## src/rtl/vga_palette_encoder.sv

```systemverilog
// Purpose : palette lookup of a pixel index into registered 8-bit R/G/B DAC drive, black when blanked.
// Latency : 2 clk from video_active/pixel_index to red/green/blue/out_active; write commit >= 1 clk after accept.
// Backpressure: single pending write slot; wr_ready low until the slot commits during blanking.
//
// Ports: clk, reset_n (async active-low); video_active, pixel_index -> red, green, blue, out_active;
//        wr_valid/wr_ready/wr_addr/wr_data palette write handshake, wr_done pulses on commit.
// Build option: define COLOR_EXPAND_EN for full-scale bit replication; default is legacy 32/32/64 scaling.

module vga_palette_encoder #(
    parameter int          INDEX_W = 2,
    parameter logic [7:0]  COLOR_0 = 8'h1C,
    parameter logic [7:0]  COLOR_1 = 8'hFF
) (
    input  logic               clk,
    input  logic               reset_n,
    input  logic               video_active,
    input  logic [INDEX_W-1:0] pixel_index,
    input  logic               wr_valid,
    input  logic [INDEX_W-1:0] wr_addr,
    input  logic [7:0]         wr_data,
    output logic               wr_ready,
    output logic               wr_done,
    output logic [7:0]         red,
    output logic [7:0]         green,
    output logic [7:0]         blue,
    output logic               out_active
);

    localparam int DEPTH = 1 << INDEX_W;

    logic [7:0]         pal_q [DEPTH];

    // The slot is pending exactly when wr_ready is low, so one flop serves both.
    logic               wr_rdy_q, wr_rdy_d;
    logic [INDEX_W-1:0] slot_addr_q, slot_addr_d;
    logic [7:0]         slot_data_q, slot_data_d;
    logic               wr_done_q, wr_done_d;
    logic               accept, commit;

    logic [7:0]         code_q;
    logic               act1_q;
    logic [7:0]         red_q, green_q, blue_q;
    logic               out_act_q;
    logic [7:0]         r_exp, g_exp, b_exp;

    // Accept needs an empty slot and commit needs a full one, so they can never share an edge.
    always_comb begin
        accept      = wr_valid && wr_rdy_q;
        commit      = !wr_rdy_q && !video_active;
        wr_rdy_d    = wr_rdy_q;
        slot_addr_d = slot_addr_q;
        slot_data_d = slot_data_q;
        wr_done_d   = commit;
        if (accept) begin
            wr_rdy_d    = 1'b0;
            slot_addr_d = wr_addr;
            slot_data_d = wr_data;
        end else if (commit) begin
            wr_rdy_d    = 1'b1;
        end
    end

    always_ff @(posedge clk or negedge reset_n) begin
        if (!reset_n) begin
            wr_rdy_q    <= 1'b1;
            slot_addr_q <= '0;
            slot_data_q <= 8'h00;
            wr_done_q   <= 1'b0;
        end else begin
            wr_rdy_q    <= wr_rdy_d;
            slot_addr_q <= slot_addr_d;
            slot_data_q <= slot_data_d;
            wr_done_q   <= wr_done_d;
        end
    end

    // Palette storage; a commit and a stage-1 read of the same entry on one edge
    // returns the old contents because both sample pal_q before the edge.
    always_ff @(posedge clk or negedge reset_n) begin
        if (!reset_n) begin
            for (int i = 0; i < DEPTH; i++) begin
                pal_q[i] <= (i == 0) ? COLOR_0 : ((i == 1) ? COLOR_1 : 8'h00);
            end
        end else if (commit) begin
            pal_q[slot_addr_q] <= slot_data_q;
        end
    end

    // Colour expansion of the RRRGGGBB code held in stage 1.
    always_comb begin
`ifdef COLOR_EXPAND_EN
        r_exp = {code_q[7:5], code_q[7:5], code_q[7:6]};
        g_exp = {code_q[4:2], code_q[4:2], code_q[4:3]};
        b_exp = {code_q[1:0], code_q[1:0], code_q[1:0], code_q[1:0]};
`else
        r_exp = {code_q[7:5], 5'b0_0000};
        g_exp = {code_q[4:2], 5'b0_0000};
        b_exp = {code_q[1:0], 6'b00_0000};
`endif
    end

    always_ff @(posedge clk or negedge reset_n) begin
        if (!reset_n) begin
            code_q    <= 8'h00;
            act1_q    <= 1'b0;
            red_q     <= 8'h00;
            green_q   <= 8'h00;
            blue_q    <= 8'h00;
            out_act_q <= 1'b0;
        end else begin
            code_q    <= pal_q[pixel_index];
            act1_q    <= video_active;
            red_q     <= act1_q ? r_exp : 8'h00;
            green_q   <= act1_q ? g_exp : 8'h00;
            blue_q    <= act1_q ? b_exp : 8'h00;
            out_act_q <= act1_q;
        end
    end

    assign wr_ready   = wr_rdy_q;
    assign wr_done    = wr_done_q;
    assign red        = red_q;
    assign green      = green_q;
    assign blue       = blue_q;
    assign out_active = out_act_q;

endmodule

```

## config.mk

```make
export PLATFORM = sky130hd
export DESIGN_NAME = vga_palette_encoder
export DESIGN_NICKNAME = d
export VERILOG_FILES = /design/src/rtl/vga_palette_encoder.sv
export SDC_FILE = /design/constraint.sdc
export NUM_CORES = 1
export LEC_CHECK = 0
export ABC_AREA = 1
export CAP_MARGIN = 20
export CORE_MARGIN = 3
export CORE_UTILIZATION = 48
export CTS_CLUSTER_SIZE = 40
export DETAILED_ROUTE_END_ITERATION = 8
export GPL_ROUTABILITY_DRIVEN = 0
export HOLD_SLACK_MARGIN = 0.1
export PLACE_DENSITY = 0.74
export SYNTH_ARGS = -nofsm -noshare
export SYNTH_HDL_FRONTEND = slang
export SYNTH_SLANG_ARGS = --single-unit
```

## constraint.sdc

```tcl
create_clock -name clk -period 1.1 [get_ports clk]
set_input_delay 0.11 -clock clk [delete_from_list [all_inputs] [get_ports clk]]
set_output_delay 0.11 -clock clk [all_outputs]
set_load 0.03 [all_outputs]
```

==> summary.md <==
| Metric | Value |
|---|---|
| Synth async-reset ratio | 1.00 |
| Combinational family with the most area after synthesis | simple AND/OR/NAND/NOR gates |
| Share of synthesized area occupied by flip-flops and latches | 0.554 |
| Die outline area | 0.00685 sq mm |
| Area fraction in and, or, nand and nor cells after synthesis | 0.309 |
| YS warnings | 0 |
| Insertion delay of the later-clocked pin in the worst-skew pair | 0.33 ns |
| Share of the core filled with cells | 0.657 |
| Number of flops mapped to enable cells by yosys | 0 |
| Initial Util | 0.504 |
| Leakage power | 1.95 nW |
| DR DRC count | 0 |
| Proportion of netlist area held by the largest area contributor | 0.443 |
| Arrival time reported for the critical path endpoint | 1.10 ns |
| Final Hold Fails | 0 |
| Total setup violations reported at the end of the flow | 40 |
| Final count of pins violating max slew | 0 |
| Via count | between 2000 and 2500 |
| Synth area leaders | sky130_fd_sc_hd__dfrtp_1, sky130_fd_sc_hd__nand2_1, sky130_fd_sc_hd__dfstp_2 |
| Period Utilization, post-route | 1.10 |
| Clock Tree Root | sky130_fd_sc_hd__clkbuf_8 |
| Die X | 82.7 um |
| Initial drt markers | 145 |
| Biggest area consumer among synthesized cells | sky130_fd_sc_hd__dfrtp_1 |
| Top cell types by occurrence after synthesis | sky130_fd_sc_hd__nand2_1, sky130_fd_sc_hd__dfrtp_1, sky130_fd_sc_hd__nand3_1 |
| Worst path cell trace | buf_6 > buf_6 |
| Result of the run | complete, but fails checks |
| Xor-xnor portion of the synthesized cell area | 0 |
| Violations in the final reports | setup timing |
| Most used standard cell by instance count after synthesis | sky130_fd_sc_hd__nand2_1 |
| Path category of the worst min-delay check | in2reg |
| Largest delay contributor family on the critical path | flip-flops |
| VDD IR max | between 1 and 1.5 mV |
| Met1 global-route usage | 0.259 |
| Fraction of final layout cells with drive strength greater than 1 | 0.309 |
| Diodes inserted | 0 |
| Placed wire-length estimate after detailed placement | 4150 um |
| Cell Pwr Density | 2150 mW/mm^2 |
| Minimum clock period | about 1.2 ns |
| Number of iterations in the first detailed-routing pass | 4 |
| Vias in the first global route | around 2100 |
| PnR worst setup slack | -0.105 ns |
| Synth Flop Type | sky130_fd_sc_hd__dfrtp_1 |
| Startpoint type of the worst setup path | register |
| Number of top-level pins | 43 |
| Maxcap violations | 0 |
| Core area | 0.00561 sq mm |
| Post-Route WL | ~6000 um |
| Synthesized area | 0.00283 sq mm |
| Total design power | 7.92 mW |
| Critical-path maximum fanout | 2 |
| Worst setup EP type | output port |
| Clock tree from TritonCTS | built |
| Wire length of the first global-routing pass | 10000 um |
| Met3 GRT Util | 0.0401 |
| Unrepaired setup endpoints after global routing | true |
| Cell count after synthesis | roughly 330 |
| Placed insts | 442 |
| Share of synthesized area spent on multiplexers | 0 |
| Routed len/inst | 12.8 um |
| Area fraction in compound gates after synthesis | 0.00531 |
| Post-synthesis cell type count | 21 |
| Worst Hold Slack | about 0.31 ns |
| Cell seen most often among critical-path stages | sky130_fd_sc_hd__buf_6 |
| Worst setup path class | reg2out |
| Top achievable clock speed | 830 MHz |
| Number of synthesized register bits | 62 |
| Initial antenna violation count | 0 |
| Maximum number of pins on one net before global-route repair | 63 |
| Crit path max-delay cell type | sky130_fd_sc_hd__dfstp_2 |
| Post-Synthesis Mean Instance Area | 8.46 sq um |
| Clock buffers created by TritonCTS | 9 |
| Worst path bufs/invs | 2 |
| Vertical die dimension | 82.7 um |
| Input/output buffers | 26 |
| GR Util met2 | 0.309 |
| Average vias per placed instance | about 4.7 |
| Growth of design area from synthesis to finish | 30.4% |
| Data required time of the critical path | roughly 0.99 ns |
| Largest stage delay, worst path | 0.55 ns |
| Number of clock sinks | 62 |
| NumNets Final | 400 |
| Adder-Cell Fraction of Synth Area | 0 |
| ANT nets after route | 0 |
| Number of non-filler instances in the completed layout | 460 |
| Total gr overflow | 0 |
| Post-route clock skew | approximately 0.0074 ns |
| GRT Total Usage | 0.201 |
| Worst-path clk slew | 0.07 ns |
| Row Count | 27 |
| Clock tree buffer depth | 2 |
| Most used routing layer | met2 |
| Depth of the CTS H-tree | 3 |
| Place WS | -0.174 ns |
[area by class of cell]
class,instances,area (sq um)
Inverter,47,189
Tap cell,72,90.1
Fill cell,481,1920
Multi-Input combinational cell,216,1170
Clock inverter,1,30.0
Clock buffer,14,153
Timing Repair Buffer,48,482
Sequential cell,62,1570
[tightest hold or removal path, stage by stage]
cell                              delay, ns
sky130_fd_sc_hd__clkdlybuf4s50_1       0.39
sky130_fd_sc_hd__nand2_1               0.06
sky130_fd_sc_hd__o21ai_1               0.05
[state kept, by name, indices dropped and copies added (netlist names)]
register and cells:
act1_q 1, blue 2, code_q 8, green 3, out_active 1, pal_q 32
red 3, slot_addr_q 2, slot_data_q 8, wr_done 1, wr_ready 1
[layout by cell type (no fill, tap or decap), types with 2 or more instances in the layout]
master	count
sky130_fd_sc_hd__nand2_2	17
sky130_fd_sc_hd__nand3_2	30
sky130_fd_sc_hd__nor2_4	4
sky130_fd_sc_hd__dfstp_2	12
sky130_fd_sc_hd__buf_12	4
sky130_fd_sc_hd__inv_1	43
sky130_fd_sc_hd__buf_4	15
sky130_fd_sc_hd__clkbuf_1	4
sky130_fd_sc_hd__nand2_1	122
sky130_fd_sc_hd__conb_1	16
sky130_fd_sc_hd__buf_6	11
sky130_fd_sc_hd__inv_2	3
sky130_fd_sc_hd__dfrtp_2	2
sky130_fd_sc_hd__buf_2	3
sky130_fd_sc_hd__clkbuf_8	10
sky130_fd_sc_hd__nand3_1	17
sky130_fd_sc_hd__nand2_4	4
sky130_fd_sc_hd__clkdlybuf4s50_1	14
sky130_fd_sc_hd__dfrtp_1	48
[power by group]
group | switching (mW) | leakage [nW] | internal, mW
combinational | 1.32 | 1.10 | 0.900
clock | 0.792 | 0.0908 | 1.10
sequential | 0.583 | 0.758 | 3.23
total | 2.69 | 1.95 | 5.23
[per-layer routing]
| metal | vias to the layer above | share of wire | wire length [um] |
|---|---|---|---|
| li1 | 1082 | - | - |
| met1 | 1025 | 0.46 | 2690 |
| met2 | 59 | 0.47 | 2800 |
| met3 | 13 | 0.045 | 264 |
| met4 | 0 | 0.026 | 151 |
| met5 | - | 0 | 0 |
[cell families (layout without fill, tap and decap cells)]
family                 count (synthesis)  count (layout)
other                                  1              16
buffers and inverters                 72             110
DFF                                   62              62
AOI/OAI and AO/OA                      3               3
and+or+nand+nor                      196             197
[final timing paths]
kind | from | to | slack (ns) | cells after the start
setup / recovery | wr_ready | wr_ready | -0.11 | 2
hold / removal | wr_addr[0] | slot_addr_q[0] | 0.31 | 3
setup reg to reg | wr_ready | pal_q[18] | -0.09 | 6
hold reg to reg | code_q[3] | green[6] | 0.43 | 2
max in group asynchronous | reset_n | pal_q[27] | 0.46 | 3
min in group asynchronous | reset_n | code_q[1] | 0.32 | 3
[per-stage QoR]
step | cell area (sq um) | TNS, ns
after floorplan | 3020 | -2.53
after detailed placement | 3350 | -5.40
final | 3680 | -1.72
after global placement | 3350 | -4.89
after global routing | 3680 | -3.54
after CTS | 3570 | -2.07
[what timing repair did]
item | 4_1_cts | 5_1_grt
endpoints found under the setup margin | 26 | 45
cloned | 0 | 1
gates resized for setup | 12 | 33
hold buffers | 1 | 0
hold endpoints to repair | 62 | 0
setup buffers | 1 | 0
pin swaps | 0 | 38
(Power assumes the default switching activity.)
